===== src/rtl/csr_pkg.sv =====
// Shared definitions for the machine-mode CSR unit: address map, op encodings,
// mstatus bit positions and small decode/modify helpers.
package csr_pkg;

    localparam logic [11:0] CSR_MSTATUS   = 12'h300;
    localparam logic [11:0] CSR_MTVEC     = 12'h305;
    localparam logic [11:0] CSR_MSCRATCH  = 12'h340;
    localparam logic [11:0] CSR_MEPC      = 12'h341;
    localparam logic [11:0] CSR_MCAUSE    = 12'h342;
    localparam logic [11:0] CSR_MCYCLE    = 12'hB00;
    localparam logic [11:0] CSR_MINSTRET  = 12'hB02;
    localparam logic [11:0] CSR_MCYCLEH   = 12'hB80;
    localparam logic [11:0] CSR_MINSTRETH = 12'hB82;
    localparam logic [11:0] CSR_CYCLE     = 12'hC00;
    localparam logic [11:0] CSR_INSTRET   = 12'hC02;
    localparam logic [11:0] CSR_CYCLEH    = 12'hC80;
    localparam logic [11:0] CSR_INSTRETH  = 12'hC82;

    localparam int MIE_BIT  = 3;
    localparam int MPIE_BIT = 7;

    typedef enum logic [1:0] {
        CSR_OP_NONE = 2'b00,
        CSR_OP_RW   = 2'b01,
        CSR_OP_RS   = 2'b10,
        CSR_OP_RC   = 2'b11
    } csr_op_e;

    typedef enum logic [3:0] {
        SEL_NONE,
        SEL_MSTATUS,
        SEL_MTVEC,
        SEL_MSCRATCH,
        SEL_MEPC,
        SEL_MCAUSE,
        SEL_MCYCLE,
        SEL_MCYCLEH,
        SEL_MINSTRET,
        SEL_MINSTRETH
    } csr_sel_e;

    // User-level counter aliases decode to the same selector as their machine twins;
    // the read-only check is done separately on addr[11:10].
    function automatic csr_sel_e csr_decode(input logic [11:0] addr);
        csr_sel_e sel;
        sel = SEL_NONE;
        case (addr)
            CSR_MSTATUS:                 sel = SEL_MSTATUS;
            CSR_MTVEC:                   sel = SEL_MTVEC;
            CSR_MSCRATCH:                sel = SEL_MSCRATCH;
            CSR_MEPC:                    sel = SEL_MEPC;
            CSR_MCAUSE:                  sel = SEL_MCAUSE;
            CSR_MCYCLE,    CSR_CYCLE:    sel = SEL_MCYCLE;
            CSR_MCYCLEH,   CSR_CYCLEH:   sel = SEL_MCYCLEH;
            CSR_MINSTRET,  CSR_INSTRET:  sel = SEL_MINSTRET;
            CSR_MINSTRETH, CSR_INSTRETH: sel = SEL_MINSTRETH;
            default:                     sel = SEL_NONE;
        endcase
        return sel;
    endfunction

    function automatic logic [31:0] csr_modify(input logic [1:0]  op,
                                               input logic [31:0] old,
                                               input logic [31:0] operand);
        logic [31:0] res;
        res = old;
        case (op)
            CSR_OP_RW: res = operand;
            CSR_OP_RS: res = old | operand;
            CSR_OP_RC: res = old & ~operand;
            default:   res = old;
        endcase
        return res;
    endfunction

endpackage


===== src/rtl/csr_counter64.sv =====
// 64-bit free-running counter with increment enable and independent 32-bit half writes.
// A write to either half replaces it and suppresses that cycle's increment.
module csr_counter64 #(
    parameter bit EN = 1'b1
) (
    input  logic        clk,
    input  logic        rst,
    input  logic        inc_i,
    input  logic        wr_lo_i,
    input  logic        wr_hi_i,
    input  logic [31:0] wdata_i,
    output logic [63:0] cnt_o
);

    logic [63:0] cnt_q;
    logic [63:0] cnt_d;

    always_comb begin
        cnt_d = cnt_q;
        if (wr_lo_i) cnt_d[31:0]  = wdata_i;
        if (wr_hi_i) cnt_d[63:32] = wdata_i;
        if (!wr_lo_i && !wr_hi_i && inc_i) cnt_d = cnt_q + 64'd1;
        if (!EN) cnt_d = '0;
    end

    always_ff @(posedge clk or negedge rst) begin
        if (!rst) begin
            cnt_q <= '0;
        end else begin
            cnt_q <= cnt_d;
        end
    end

    assign cnt_o = cnt_q;

endmodule


===== src/rtl/csr_unit.sv =====
// Machine-mode CSR unit: zero-latency read, RW/RS/RC write, trap entry and MRET.
// Writes, traps and MRET take effect on the next rising edge; reads have no bypass.
module csr_unit
    import csr_pkg::*;
#(
    parameter int              XLEN        = 32,
    parameter logic [XLEN-1:0] MTVEC_RESET = '0,
    parameter bit              COUNTERS_EN = 1'b1
) (
    input  logic            clk,
    input  logic            rst,
    input  logic            csr_en,
    input  logic [1:0]      csr_op,
    input  logic [11:0]     csr_addr,
    input  logic [XLEN-1:0] csr_operand,
    input  logic            csr_wr_skip,
    output logic [XLEN-1:0] csr_rdata,
    output logic            csr_illegal,
    input  logic            instr_retire,
    input  logic            trap_take,
    input  logic [XLEN-1:0] trap_pc,
    input  logic [XLEN-1:0] trap_cause,
    input  logic            mret,
    output logic [XLEN-1:0] mtvec_out,
    output logic [XLEN-1:0] mepc_out,
    output logic            mie_out
);

    localparam logic [XLEN-1:0] ALIGN4_MASK = ~(XLEN'(3));

    logic            mie_q,      mie_d;
    logic            mpie_q,     mpie_d;
    logic [XLEN-1:0] mtvec_q,    mtvec_d;
    logic [XLEN-1:0] mscratch_q, mscratch_d;
    logic [XLEN-1:0] mepc_q,     mepc_d;
    logic [XLEN-1:0] mcause_q,   mcause_d;

    logic [63:0]     mcycle_cnt;
    logic [63:0]     minstret_cnt;

    csr_sel_e        sel;
    logic            we_raw;
    logic            we;
    logic [XLEN-1:0] wdata;
    logic [XLEN-1:0] mstatus_val;

    assign sel = csr_decode(csr_addr);

    always_comb begin
        mstatus_val           = '0;
        mstatus_val[MIE_BIT]  = mie_q;
        mstatus_val[MPIE_BIT] = mpie_q;
    end

    always_comb begin
        csr_rdata = '0;
        case (sel)
            SEL_MSTATUS:   csr_rdata = mstatus_val;
            SEL_MTVEC:     csr_rdata = mtvec_q;
            SEL_MSCRATCH:  csr_rdata = mscratch_q;
            SEL_MEPC:      csr_rdata = mepc_q;
            SEL_MCAUSE:    csr_rdata = mcause_q;
            SEL_MCYCLE:    csr_rdata = mcycle_cnt[31:0];
            SEL_MCYCLEH:   csr_rdata = mcycle_cnt[63:32];
            SEL_MINSTRET:  csr_rdata = minstret_cnt[31:0];
            SEL_MINSTRETH: csr_rdata = minstret_cnt[63:32];
            default:       csr_rdata = '0;
        endcase
    end

    // x0 as source only suppresses the write for set/clear; RW with x0 still writes zero.
    assign we_raw = csr_en && (csr_op != CSR_OP_NONE)
                 && !((csr_op != CSR_OP_RW) && csr_wr_skip);

    assign csr_illegal = csr_en && ((sel == SEL_NONE)
                                 || ((csr_addr[11:10] == 2'b11) && we_raw));

    assign we    = we_raw && !csr_illegal;
    assign wdata = csr_modify(csr_op, csr_rdata, csr_operand);

    always_comb begin
        mie_d      = mie_q;
        mpie_d     = mpie_q;
        mtvec_d    = mtvec_q;
        mscratch_d = mscratch_q;
        mepc_d     = mepc_q;
        mcause_d   = mcause_q;

        if (we) begin
            case (sel)
                SEL_MSTATUS: begin
                    mie_d  = wdata[MIE_BIT];
                    mpie_d = wdata[MPIE_BIT];
                end
                SEL_MTVEC:    mtvec_d    = wdata & ALIGN4_MASK;
                SEL_MSCRATCH: mscratch_d = wdata;
                SEL_MEPC:     mepc_d     = wdata & ALIGN4_MASK;
                SEL_MCAUSE:   mcause_d   = wdata;
                default: ;
            endcase
        end

        // Hardware events override any software write to the same registers.
        if (trap_take) begin
            mepc_d   = trap_pc & ALIGN4_MASK;
            mcause_d = trap_cause;
            mpie_d   = mie_q;
            mie_d    = 1'b0;
        end else if (mret) begin
            mie_d  = mpie_q;
            mpie_d = 1'b1;
        end
    end

    always_ff @(posedge clk or negedge rst) begin
        if (!rst) begin
            mie_q      <= 1'b0;
            mpie_q     <= 1'b0;
            mtvec_q    <= MTVEC_RESET & ALIGN4_MASK;
            mscratch_q <= '0;
            mepc_q     <= '0;
            mcause_q   <= '0;
        end else begin
            mie_q      <= mie_d;
            mpie_q     <= mpie_d;
            mtvec_q    <= mtvec_d;
            mscratch_q <= mscratch_d;
            mepc_q     <= mepc_d;
            mcause_q   <= mcause_d;
        end
    end

    csr_counter64 #(.EN(COUNTERS_EN)) u_mcycle (
        .clk     (clk),
        .rst     (rst),
        .inc_i   (1'b1),
        .wr_lo_i (we && (sel == SEL_MCYCLE)),
        .wr_hi_i (we && (sel == SEL_MCYCLEH)),
        .wdata_i (wdata),
        .cnt_o   (mcycle_cnt)
    );

    csr_counter64 #(.EN(COUNTERS_EN)) u_minstret (
        .clk     (clk),
        .rst     (rst),
        .inc_i   (instr_retire),
        .wr_lo_i (we && (sel == SEL_MINSTRET)),
        .wr_hi_i (we && (sel == SEL_MINSTRETH)),
        .wdata_i (wdata),
        .cnt_o   (minstret_cnt)
    );

    assign mtvec_out = mtvec_q;
    assign mepc_out  = mepc_q;
    assign mie_out   = mie_q;

endmodule


===== config.mk =====
export PLATFORM = sky130hd
export DESIGN_NAME = csr_unit
export DESIGN_NICKNAME = d
export VERILOG_FILES = /design/src/rtl/csr_pkg.sv /design/src/rtl/csr_counter64.sv /design/src/rtl/csr_unit.sv
export SDC_FILE = /design/constraint.sdc
export NUM_CORES = 1
export LEC_CHECK = 0
export CAP_MARGIN = 10
export CORE_AREA = 2 2 161 179
export DETAILED_ROUTE_END_ITERATION = 7
export DIE_AREA = 0 0 163 181
export PLACE_DENSITY = 0.93
export SETUP_SLACK_MARGIN = 0.1
export SYNTH_ARGS = -nofsm -noshare
export SYNTH_HDL_FRONTEND = slang
export SYNTH_HIERARCHICAL = 1
export SYNTH_SLANG_ARGS = --single-unit

===== constraint.sdc =====
create_clock -name clk -period 7.4 [get_ports clk]
set_input_delay 1.11 -clock clk [delete_from_list [all_inputs] [get_ports clk]]
set_output_delay 1.11 -clock clk [all_outputs]
set_load 0.02 [all_outputs]

# After elaboration in Yosys (flattened, before gate mapping)
# Cells that the tools add are included.
# W data, S select, Z words.
dict set report totals {
  ff_bits 256
  inputBits 117
  out_inout_bits 98
  wordCells 105
}
dict set report classes {
  addsub 2
  eq_ne 27
  muxes 23
  n_bitwise 3
  n_reduce_logical 40
}
# op count
set ops {}
lappend ops {{$mux W32} 10}
lappend ops {{$pmux W32 S9} 1}
lappend ops {{$add A64 B1 Y64 const B} 2}
lappend ops {{$mux W64} 2}
lappend ops {{$eq A12 B12 Y1 const B} 8}
lappend ops {{$pmux W32 S3} 1}
lappend ops {{$eq A12 B10 Y1 const B} 5}
lappend ops {{$pmux W4 S9} 1}
lappend ops {{$and A32 B32 Y32} 1}
lappend ops {{$not A32 Y32} 1}
lappend ops {{$or A32 B32 Y32} 1}
lappend ops {{$eq A4 B3 Y1 const B} 4}
lappend ops {{$reduce_bool A2 Y1} 8}
lappend ops {{$logic_and A1 B1 Y1} 13}
lappend ops {{$reduce_and A2 Y1} 5}
lappend ops {{$eq A4 B2 Y1 const B} 2}
lappend ops {{$eq A4 B4 Y1 const B} 2}
lappend ops {{$mux W1} 8}
lappend ops {{$reduce_or A2 Y1} 4}
lappend ops {{$eq A2 B2 Y1 const B} 3}
lappend ops {{$logic_not A1 Y1} 6}
lappend ops {{$reduce_bool A3 Y1} 2}
lappend ops {{$eq A4 B1 Y1 const B} 1}
lappend ops {{$logic_not A4 Y1} 1}
lappend ops {{3 further kinds} 3}

# Logic depth before layout (Yosys ltp)
dict set report depth {
  word_depth 14
  ltp_mapped 17
  ltp_nobuf 10
}

# By module
# The synthesis kept the hierarchy.
# module instances cells_per_inst area_each_um2 seq_area_each_um2
set by_module_without_submodules {}
lappend by_module_without_submodules {csr_unit 1 1033 8954.8 3153.0}
lappend by_module_without_submodules {{csr_counter64 at u_minstret} 1 460 3972.6 1601.5}
lappend by_module_without_submodules {{csr_counter64 at u_mcycle} 1 443 3737.3 1601.5}

# Least setup slack after synthesis
# No wires, ideal clock.
dict set report synth_path {
  kind {input -> register}
  startpoint {input csr_addr[2]}
  endpoint {register u_mcycle.cnt_q[62], in the netlist u_mcycle/cnt_o[62]}
  setup_time_ps 141
  arrival_time_ps 4371
  required_ps 7259
  setup_slack_ps 2888
  cell_stages 16
  path_buffers 6
  cell_sequence {clkbuf_1 or4_1 nor2_2 o21ai_1 nand2b_4 buf_6 clkbuf_1 buf_2 nor3b_1 nand3b_1 nor3_1 nand3_1 clkbuf_1 clkbuf_1 o41ai_1 a31oi_1}
}
dict set report synth_via {
  elab_chain_cells 12
  elab_cells_between_ends 44
  classes_between {eq/ne (22); mux (5); bitwise (2); reduce/logical (15)}
}
# item line
set synth_lines {}
lappend synth_lines {{from (decl)} csr_unit.sv:14} ;# input logic [11:0] csr_addr,
lappend synth_lines {{$eq A12 B12 Y1} csr_pkg.sv:47} ;# case (addr)
lappend synth_lines {{$reduce_or A2 Y1} csr_pkg.sv:47}
lappend synth_lines {{$pmux W4 S9 (*)} csr_pkg.sv:47}
lappend synth_lines {{branches (longest 9 deep; another with $mux W64)} n/a}
lappend synth_lines {{to (signal assigned)} csr_counter64.sv:30} ;# cnt_q <= cnt_d;
lappend synth_lines {{to (decl)} csr_counter64.sv:15} ;# logic [63:0] cnt_q;
# Every way passes the cells marked *. The select of a mux whose other input is x is not followed.
# A chain may end at the register's enable or synchronous reset.

# Worst setup path in the final report
dict set report layout_path {
  startpoint {input csr_addr[3]}
  endpoint {output csr_rdata[17]}
}
dict set report layout_via {
  elab_chain_cells 5
  elab_cells_between_ends 28
  classes_between {eq/ne (22); mux (2); reduce/logical (4)}
}
# item line
set layout_lines {}
lappend layout_lines {{$eq A12 B12 Y1} csr_pkg.sv:47}
lappend layout_lines {{$reduce_or A2 Y1} csr_pkg.sv:47}
lappend layout_lines {{$pmux W4 S9 (*)} csr_pkg.sv:47}
lappend layout_lines {{$eq A4 B4 Y1, or another cell as far along} csr_unit.sv:57} ;# case (sel)
lappend layout_lines {{$pmux W32 S9 (*)} csr_unit.sv:57}
lappend layout_lines {{to (decl)} csr_unit.sv:17} ;# output logic [XLEN-1:0] csr_rdata,
# Mark *: on every way between the ends. The rest lies on a longest branch, timed or not.

==> impl_metrics.ini <==
[routing]
drc = 0
antenna_left = 0
vias = 17980
routed.top_layer = met4
drt_iter0_markers = 2965
wl_met2_mm = 29.58
wl_met3_mm = 9.494
via_per_inst = 7.310
wl_mm = 66.78
drt-met1-wl_mm = 24.03
first_pass_iters = 6
post_drt_wl_per_cell_um = 27.15

[status]
outcome = finished, final reports clean

[logic_synthesis]
synth_cell_types = 77
yosys-top-cells-count = nand2_1 (264), dfrtp_1 (254), a22oi_1 (146)
synth-edff-count = 0
synth_top_area_share_pct = 38.14
syn_area_per_cell_um2 = 8.608
synth.yosys.seq_area_share_pct = 38.14
yosys_most_used_dff = dfrtp_1
synth_area_um2 = 16660
synth-seq-cells = 254
ys_warn_count = 6
yosysMostFrequentCell = nand2_1
yosys-top-cells-area = dfrtp_1 (38%), a22oi_1 (6.6%), nand2_1 (5.9%)
async_flop_share_pct = 100.0
yosys.area.top_type = dfrtp_1
synth_cells = 1936

[clocking]
numCtsBuffers = 28
ctsHoldBuffers = 0
root_buffer = clkbuf_16
cts_buffer_depth = 3
cts_tree = yes
post_cts_buffers = 0
cts.clk_slew.worst_paths_ns = 0.06
clk_latency_ns = 0.56
htree_levels = 1
cts.sinks = 254
cts_resized = 0

[power_and_ir_drop]
pwr-share-clk_pct = 40.2
pwr-share-comb_pct = 14.7
switching_power_mw = 1.039
p_int_mw = 2.476
power.share.switching_pct = 29.55
peakVddDrop_mv = 0.1716
p_leak_nw = 7.677
seq_power_share_pct = 45.1
p_per_area_nw_per_um2 = 177.2

[worst_setup_path]
cpPeakStageDelay_ns = 0.69
reg2reg_from = u_mcycle/cnt_o[35]
cp-end-kind = output port
crit_chain = clkdlybuf4s50_1 -> or4_1 -> nor2_2 -> buf_4 -> o21ai_1 -> nand2b_4 -> o2111ai_1 -> clkdlybuf4s50_1
cp.arrival_ns = 4.88
cpMaxStageDelayCell = or4_1
cp-startpoint = csr_addr[3]
crit_type = primary input to output port
cp_max_fo = 61
cp-start-kind = primary input
timing.critical_path.required_ns = 6.29
cpMostUsedCell = clkdlybuf4s50_1

[global_route]
grt_pass1_wl_mm = 99.14
grt_util_all_layers_pct = 43.96
antenna_found_initial = 0
grt_start_max_net_pins = 182
first_global_vias = 16760
gr-total-overflow = 0

[job]
cap_violations = 0

[floorplanning]
initial_utilization_pct = 60.32
dieArea_um2 = 29500
core_um2 = 27630
fp.dieH_um = 181
fp-row-count = 64
io_pins = 215
die_w_um = 163

[worst_hold_path]
min_path_type = flip-flop to flip-flop
hold_start = mscratch_q[11]

[sta]
layout_min_cycle_time_ns = 5.986
hold_viol = 0
max_slew_margin_pct = 17.26
maxSlewViolCount = 0
period_share_pct = 80.89
tightest_slew_ns = 1.240
fin_skew_ns = 0.01366
setup_tns_ns = 0
layout_setup_ws_ns = 1.414
rsz0062_at_grt = no
setup-violations-final = 0
fmax_mhz = 167.1

[cells_and_area]
syn_to_final_growth_pct = 19.01
antenna_cells = 0
nNetsFinal = 2196
drive_gt1_share_pct = 7.582
multiInputGateArea_um2 = 9524
regArea_um2 = 6356
fillCellCount = 2076

[place]
dp_hpwl_mm = 47.34
portBuffers = 208
place_congestion = 1.006
dp_slack_ns = 1.518
-- layout by cell type, fill, tap and decap left out, drive strengths merged, types with 43 or more instances in the layout --
cell,instances
o2111ai,61
nand3,58
nor2,104
buf,43
a22oi,146
nand4,81
dfrtp,254
clkdlybuf4s50,204
a31oi,59
o21ai,195
xor2,50
inv,51
xnor2,67
nand2,264
-- power groups by stage --
stage	logic (mW)	registers [mW]	clock network (mW)
2_1_floorplan	0.253	1.58	0
3_3_place_gp	0.483	1.59	0
3_5_place_dp	0.497	1.60	0
4_1_cts	0.504	1.58	1.42
5_1_grt	0.552	1.59	1.47
6_report	0.518	1.59	1.41
-- final cells by class --
type / instances / area share, %
repair buffers: 247 / 12.05
flip-flops and latches: 254 / 32.05
clock buffers: 36 / 3.892
inverters: 52 / 0.9842
well taps: 363 / 2.290
clock inverters: 14 / 0.7129
multi-input cells: 1494 / 48.02
-- registers in the layout, summed over array words and instances, names as in the netlist --
name / cells
mcause_q: 32
u_mcycle/cnt_o: 64
mtvec_out: 30
u_minstret/cnt_o: 64
mepc_out: 30
mpie_q: 1
mscratch_q: 32
mie_out: 1
-- metal layers --
layer	vias up	GRT usage [%]
li1	7570	-
met1	8579	58.63
met2	1532	67.61
met3	301	11.71
met4	0	18.90
met5	-	0
-- cell families (layout without fill, tap and decap cells) --
| kind of cell | count (synthesis) | count (layout) | share of synthesized area, % |
|---|---|---|---|
| adders and majority gates | 2 | 2 | 0.1501 |
| other | 2 | 8 | 0.04507 |
| and+or+nand+nor | 726 | 726 | 22.85 |
| DFF | 254 | 254 | 38.14 |
| muxes | 72 | 72 | 4.595 |
| buffers and inverters | 194 | 349 | 5.196 |
| xor gates and xnor gates | 117 | 117 | 6.149 |
| AOI/OAI and AO/OA | 569 | 569 | 22.87 |
-- path summary, 6_finish.rpt --
kind / slack [ns] / depth (start not counted) / end
max reg2reg: 3.99 / 5 / u_mcycle/cnt_o[57]
min in group asynchronous: 0.52 / 1 / u_mcycle/cnt_o[34]
min reg2reg: 0.48 / 2 / mscratch_q[11]
min: 0.48 / 2 / mscratch_q[11]
max: 1.41 / 8 / csr_rdata[17]
max in group asynchronous: 5.45 / 2 / mepc_out[14]
-- worst max-delay path, delay by kind of cell --
kind | cells | cell delay [ns]
AO/OA/AOI/OAI | 2 | 0.65
AND/OR/NAND/NOR | 3 | 1.41
buffers and inverters | 3 | 1.64
-- per-stage QoR --
step	utilization [%]	power [mW]	hold WS, ns	std cells	area [um^2]
2_1_floorplan	-	1.829	0.4508	1942	16690
3_3_place_gp	68.41	2.077	0.4633	2409	18900
3_5_place_dp	68.41	2.098	0.4719	2409	18900
4_1_cts	71.72	3.498	0.4855	2459	19810
5_1_grt	71.79	3.613	0.5149	2460	19830
6_report	71.79	3.515	0.4821	2460	19830
(Power assumes the default switching activity.)
